[src/rtl/branch_resolve_unit.sv]
// ---------------------------------------------------------------------------
// branch_resolve_unit
//
// Resolves branch conditions in the EX stage. The unit has three states:
//   IDLE  - accepts a new branch, resolving it at once if operands are ready
//   WAIT  - holds the issuing stage until the forwarded operands are valid
//   FLUSH - keeps the front-end flush high for FLUSH_CYCLES cycles
//
// Branch types (Br_type):
//   000 none, 001 BEZ, 010 BNE, 011 JMP, 100 BEQ, 101 BLTZ, 110 BGEZ, 111 BGTZ
//
// Ports:
//   clk            pipeline clock, rising edge
//   rst            asynchronous active-low reset
//   in_valid       branch-class instruction presented this cycle
//   in_ready       unit can accept (combinational, high only in IDLE)
//   Br_type        branch type, encoded as above
//   Val1           first operand (forwarded)
//   Src2_Val       second operand (forwarded)
//   operands_ready forwarding unit reports Val1/Src2_Val valid this cycle
//   PC_in          PC+4 of the branch
//   Offset         sign-extended word offset
//   stall          hold upstream stages (combinational)
//   Branch_Taken   registered one-cycle pulse on a taken decision
//   Branch_Addr    registered target PC_in + (Offset << 2), held until next accept
//   flush          registered; kill IF/ID contents
//
// Optional feature, enabled by defining BRANCH_RESOLVE_STATS_EN:
//   stat_clear        synchronous clear of the statistics counters
//   stat_resolved     saturating count of non-000 evaluations
//   stat_taken        saturating count of taken evaluations
//   stat_stall_cycles saturating count of cycles with stall high
// ---------------------------------------------------------------------------
module branch_resolve_unit #(
  parameter int DATA_WIDTH   = 32,
  parameter int ADDR_WIDTH   = 32,
  parameter int FLUSH_CYCLES = 1
) (
  input  logic                  clk,
  input  logic                  rst,
  input  logic                  in_valid,
  output logic                  in_ready,
  input  logic [2:0]            Br_type,
  input  logic [DATA_WIDTH-1:0] Val1,
  input  logic [DATA_WIDTH-1:0] Src2_Val,
  input  logic                  operands_ready,
  input  logic [ADDR_WIDTH-1:0] PC_in,
  input  logic [ADDR_WIDTH-1:0] Offset,
  output logic                  stall,
  output logic                  Branch_Taken,
  output logic [ADDR_WIDTH-1:0] Branch_Addr,
  output logic                  flush
`ifdef BRANCH_RESOLVE_STATS_EN
  ,
  input  logic                  stat_clear,
  output logic [31:0]           stat_resolved,
  output logic [31:0]           stat_taken,
  output logic [31:0]           stat_stall_cycles
`endif
);

  localparam logic [2:0] BR_NONE = 3'b000;
  localparam logic [2:0] BR_BEZ  = 3'b001;
  localparam logic [2:0] BR_BNE  = 3'b010;
  localparam logic [2:0] BR_JMP  = 3'b011;
  localparam logic [2:0] BR_BEQ  = 3'b100;
  localparam logic [2:0] BR_BLTZ = 3'b101;
  localparam logic [2:0] BR_BGEZ = 3'b110;
  localparam logic [2:0] BR_BGTZ = 3'b111;

  localparam logic [3:0] FLUSH_LOAD = 4'(FLUSH_CYCLES);

  typedef enum logic [1:0] {
    IDLE  = 2'd0,
    WAIT  = 2'd1,
    FLUSH = 2'd2
  } state_t;

  state_t          state_reg;
  logic [2:0]      type_reg;
  logic [3:0]      cnt_reg;

  logic            accept;
  logic            br_active;
  logic            resolve_now;
  logic            taken_now;
  logic [2:0]      eval_type;
  logic [ADDR_WIDTH-1:0] target_next;

  // Condition check; the signed compares look only at the sign bit and
  // zero-ness of Val1, so no signed arithmetic is needed.
  function automatic logic branch_cond(input logic [2:0] t,
                                       input logic [DATA_WIDTH-1:0] a,
                                       input logic [DATA_WIDTH-1:0] b);
    logic r;
    r = 1'b0;
    case (t)
      BR_BEZ:  r = (a == '0);
      BR_BNE:  r = (a != b);
      BR_JMP:  r = 1'b1;
      BR_BEQ:  r = (a == b);
      BR_BLTZ: r = a[DATA_WIDTH-1];
      BR_BGEZ: r = ~a[DATA_WIDTH-1];
      BR_BGTZ: r = ~a[DATA_WIDTH-1] && (a != '0);
      default: r = 1'b0;
    endcase
    return r;
  endfunction

  assign accept      = (state_reg == IDLE) && in_valid;
  assign br_active   = (Br_type != BR_NONE);
  assign in_ready    = (state_reg == IDLE);
  assign target_next = PC_in + (Offset << 2);

  // In WAIT the latched type is used; live operands are sampled every cycle.
  assign eval_type   = (state_reg == WAIT) ? type_reg : Br_type;

  // JMP never waits for operands: it resolves on the accept edge.
  assign resolve_now = (accept && br_active && (operands_ready || Br_type == BR_JMP)) ||
                       ((state_reg == WAIT) && operands_ready);
  assign taken_now   = resolve_now && branch_cond(eval_type, Val1, Src2_Val);

  assign stall = (state_reg == WAIT) ||
                 ((state_reg == IDLE) && in_valid && br_active &&
                  (Br_type != BR_JMP) && !operands_ready);

  always_ff @(posedge clk or negedge rst) begin
    if (!rst) begin
      state_reg    <= IDLE;
      type_reg     <= '0;
      cnt_reg      <= '0;
      Branch_Taken <= 1'b0;
      Branch_Addr  <= '0;
      flush        <= 1'b0;
    end else begin
      Branch_Taken <= 1'b0;
      if (accept) begin
        type_reg    <= Br_type;
        Branch_Addr <= target_next;
      end
      if (state_reg == FLUSH) begin
        cnt_reg <= cnt_reg - 4'd1;
        if (cnt_reg == 4'd1) begin
          state_reg <= IDLE;
          flush     <= 1'b0;
        end
      end else if (taken_now) begin
        state_reg    <= FLUSH;
        Branch_Taken <= 1'b1;
        flush        <= 1'b1;
        cnt_reg      <= FLUSH_LOAD;
      end else if (resolve_now) begin
        state_reg <= IDLE;
      end else if (accept && br_active) begin
        state_reg <= WAIT;
      end
    end
  end

`ifdef BRANCH_RESOLVE_STATS_EN
  // Index 0: resolved, 1: taken, 2: stall cycles.
  logic [2:0]  stat_inc;
  logic [31:0] stat_vec [3];

  assign stat_inc = {stall, taken_now, resolve_now};

  generate
    for (genvar gi = 0; gi < 3; gi++) begin : g_stat
      logic [31:0] cnt_stat_reg;
      always_ff @(posedge clk or negedge rst) begin
        if (!rst) begin
          cnt_stat_reg <= '0;
        end else if (stat_clear) begin
          cnt_stat_reg <= '0;
        end else if (stat_inc[gi] && (cnt_stat_reg != '1)) begin
          cnt_stat_reg <= cnt_stat_reg + 32'd1;
        end
      end
      assign stat_vec[gi] = cnt_stat_reg;
    end
  endgenerate

  assign stat_resolved     = stat_vec[0];
  assign stat_taken        = stat_vec[1];
  assign stat_stall_cycles = stat_vec[2];
`endif

endmodule

[config.mk]
export PLATFORM = sky130hd
export DESIGN_NAME = branch_resolve_unit
export DESIGN_NICKNAME = d
export VERILOG_FILES = /design/src/rtl/branch_resolve_unit.sv
export SDC_FILE = /design/constraint.sdc
export NUM_CORES = 1
export LEC_CHECK = 0
export ABC_AREA = 1
export CAP_MARGIN = 10
export CORE_MARGIN = 2
export CORE_UTILIZATION = 40
export DETAILED_ROUTE_END_ITERATION = 16
export GPL_ROUTABILITY_DRIVEN = 1
export PLACE_DENSITY = 0.76
export SYNTH_ARGS = -nofsm -noshare
export SYNTH_HDL_FRONTEND = slang
export SYNTH_SLANG_ARGS = --single-unit
[constraint.sdc]
create_clock -name clk -period 1.88 [get_ports clk]
set_clock_uncertainty 0.2 [all_clocks]
set_input_delay 0.376 -clock clk [delete_from_list [all_inputs] [get_ports clk]]
set_output_delay 0.376 -clock clk [all_outputs]
set_load 0.01 [all_outputs]
==> impl_metrics.csv <==
group,metric,value,unit
drt,vias_per_cell,5.540,
logic_synthesis,ys_seq_area_frac,0.2619,
layout,diodes,0,
global_routing,grt_max_degree,48,
layout,final_nets,1129,
logic_synthesis,ys_async_sr_fraction,1.000,
logic_synthesis,synth.distinct_cells,34,
drt,drt_first_pass_iters,8,
timing,rsz0062_at_grt,"true",
drt,drtIter0Drc,559,
worst_hold_path,hold_path_depth,4,
critical_path,cp-end-kind,"primary output",
logic_synthesis,synth_most_common_cell,"nand2_1",
clocking,clkLatencyLatePin,320,ps
logic_synthesis,synthTopCellsByCount,"205 x nand2_1, 80 x nor2_1, 66 x inv_1",
critical_path,critPathMaxFanout,3,
job,cap_violations,0,
logic_synthesis,yosys_register_bits,43,
drt,wl_per_cell,19.13,um
logic_synthesis,synth_top_area_share,0.2619,
timing,slew_headroom,0.6059,
drt,drc,0,
timing,fin_ws,-575.5,ps
power_and_ir_drop,powerDensity,820.7,mW/mm^2
die,chipHeight,105.4,um
layout,drive_gt1_frac,0.4341,
drt,antenna_left,0,
global_routing,antenna_found_initial,0,
worst_hold_path,min_path_type,"in -> reg",
logic_synthesis,netlist_area,0.004109,mm^2
run_status,violations,"negative setup slack",
global_routing,grt_pass1_wl,26460,um
global_routing,grtUsageTotal,0.2920,
placement,dp_hpwl,11750,um
critical_path,regToRegSetupSlack,-90,ps
die,die_w,105.4,um
timing,setup_viol,18,
drt,routed_wirelength,20970,um
run_status,status,"finished, violations left",
critical_path,crit_type,"in -> out",
logic_synthesis,synth_fp_nets,806,
placement,globalplace.congestion,0.9773,
timing,fin_tns_setup,-1974,ps
worst_hold_path,hp-start,"PC_in[2]",
clocking,clockBufferDepth,2,
global_routing,overflow,0,
logic_synthesis,synth_area_leaders,"dfrtp_1 26%, nand2_1 19%, ha_1 9.4%, nor2_1 7.3%, xnor2_1 6.8%",
die,start_util,0.4165,
die,std_cell_rows,36,
timing,fmax,0.4073,GHz
clocking,cts_tree,"done",
die,pin_count,171,
critical_path,reg2reg_from,"state_reg[1]",
logic_synthesis,yosysTopAreaCell,"dfrtp_1",
layout,area_growth,107.8,%
die,fp.coreArea,0.009864,mm^2
critical_path,arrival,1880,ps
timing,drv_slew,0,
global_routing,grt_pass1_vias,5603,
power_and_ir_drop,p_leak,4.303,nW
logic_synthesis,synth_ff_type,"dfrtp_1",
logic_synthesis,syn_inst,639,
die,dieArea,0.01110,mm^2
timing,worst_pin_slew,591.1,ps
clocking,numClockSinks,43,
critical_path,start_kind,"primary input",
clocking,numCtsBuffers,5,
worst_hold_path,whs_endpoint,"Branch_Addr[2]",
critical_path,r2r_end,"cnt_reg[0]",
critical_path,critPathRequiredTime,1300,ps
timing,hold_violations,0,
layout,fin_util,0.8656,
placement,io_buffers,168,
clocking,htree_levels,2,
logic_synthesis,avgSynthCellArea,6.430,um^2
timing,min_period,2455,ps
power_and_ir_drop,ir_drop,0.5741,mV
logic_synthesis,yosysWarnings,0,
critical_path,r2r_cells,13,
clocking,cts_root_buffer,"clkbuf_8",
layout,largest_reg_flops,32,
drt,routed-via-count,6072,
clocking,clkSlewWorstSetupHoldPaths,80,ps
timing,fin_crit_sh,1.306,
logic_synthesis,synth_edf_count,0,
==> area by class of cell <==
| class | count | area [um^2] |
|---|---|---|
| sequential | 43 | 1076 |
| clock buffer | 5 | 68.82 |
| fill | 507 | 1326 |
| clock inverter | 3 | 23.77 |
| timing repair buffer | 323 | 2859 |
| inverter | 68 | 262.8 |
| multi-input combinational | 521 | 4081 |
| tap | 133 | 166.4 |
==> how the worst max path moves through the flow <==
stage | endpoint | start | slack (ps)
2_1_floorplan | Branch_Addr[30] | PC_in[2] | -180
3_3_place_gp | stall | Br_type[2] | -990
3_5_place_dp | stall | Br_type[2] | -1030
4_1_cts | stall | state_reg[0] | -530
5_1_grt | stall | state_reg[1] | -660
6_report | stall | in_valid | -580
==> metal layers <==
| layer | vias up | wire length [um] | track usage |
|---|---|---|---|
| li1 | 2718 | - | - |
| met4 | 0 | 1107 | 0.05333 |
| met1 | 2834 | 7803 | 0.3488 |
| met3 | 114 | 1750 | 0.05009 |
| met5 | - | 0 | 0 |
| met2 | 406 | 10310 | 0.5479 |
==> cells in the final DEF (no fill, tap or decap), types with 3 or more instances in the layout <==
| master | count |
|---|---|
| o21ai_1 | 17 |
| buf_2 | 10 |
| nor2_2 | 15 |
| nand2_1 | 162 |
| o21ai_4 | 4 |
| nor3_4 | 4 |
| inv_4 | 3 |
| a31oi_1 | 6 |
| clkbuf_8 | 5 |
| nand4_1 | 7 |
| dlygate4sd2_1 | 38 |
| nand2_4 | 19 |
| clkbuf_2 | 24 |
| o21ai_0 | 14 |
| buf_4 | 133 |
| dfrtp_1 | 43 |
| clkdlybuf4s50_1 | 39 |
| nand3_2 | 14 |
| nand3_1 | 16 |
| dlymetal6s2s_1 | 42 |
| nor2_1 | 47 |
| buf_12 | 3 |
| nand2_8 | 6 |
| nand2_2 | 21 |
| inv_2 | 15 |
| xnor2_1 | 28 |
| a21oi_2 | 13 |
| inv_1 | 50 |
| o21ai_2 | 14 |
| xor2_1 | 6 |
| ha_4 | 29 |
| nor2_4 | 19 |
| nand3b_1 | 6 |
| a21oi_4 | 11 |
| buf_6 | 33 |
| a21oi_1 | 11 |
| xnor2_2 | 4 |
==> metrics by stage <==
stage	power (mW)	instance area (um^2)	setup slack [ps]	instances	hold WS, ps
2_1_floorplan	3.240	4320	-182.1	639	-119.6
3_3_place_gp	5.129	6828	-989.4	1025	262.3
3_5_place_dp	5.212	6828	-1034	1025	269.3
4_1_cts	6.262	7794	-532.6	1070	190.1
5_1_grt	7.400	8538	-655.8	1096	199.9
6_report	7.007	8538	-575.5	1096	188.6
==> what timing repair did <==
action | CTS | global route
endpoints found under the hold margin | 43 | 0
resized for setup | 316 | 234
setup endpoints to repair | 33 | 32
pin swaps | 141 | 152
buffers inserted | 36 | 28
hold buffers | 1 | 0
==> power by group <==
part	internal [mW]	total (mW)	switching, mW
clock network	0.266	0.656	0.390
registers	1.36	1.65	0.286
logic	2.34	4.70	2.36
==> cells by family after synthesis <==
logic type               after synthesis  share of synthesized area
adder cells (fa/ha/maj)               32                    0.09927
XOR/XNOR                              38                    0.08100
AO/OA/AOI/OAI                        101                     0.1401
AND/OR/NAND/NOR                      350                     0.3493
buffers and inverters                 75                    0.06852
flip-flops                            43                     0.2619
==> critical path, cell delays in order <==
cell and delay (ps):
clkdlybuf4s50_1 490, nand2_2 80, inv_2 80, o31ai_4 70, o21ai_2 180, o21ai_2 70, or3_1 330, nand2_1 70
buf_2 120
Note: power is estimated with default switching activity, not from simulation.
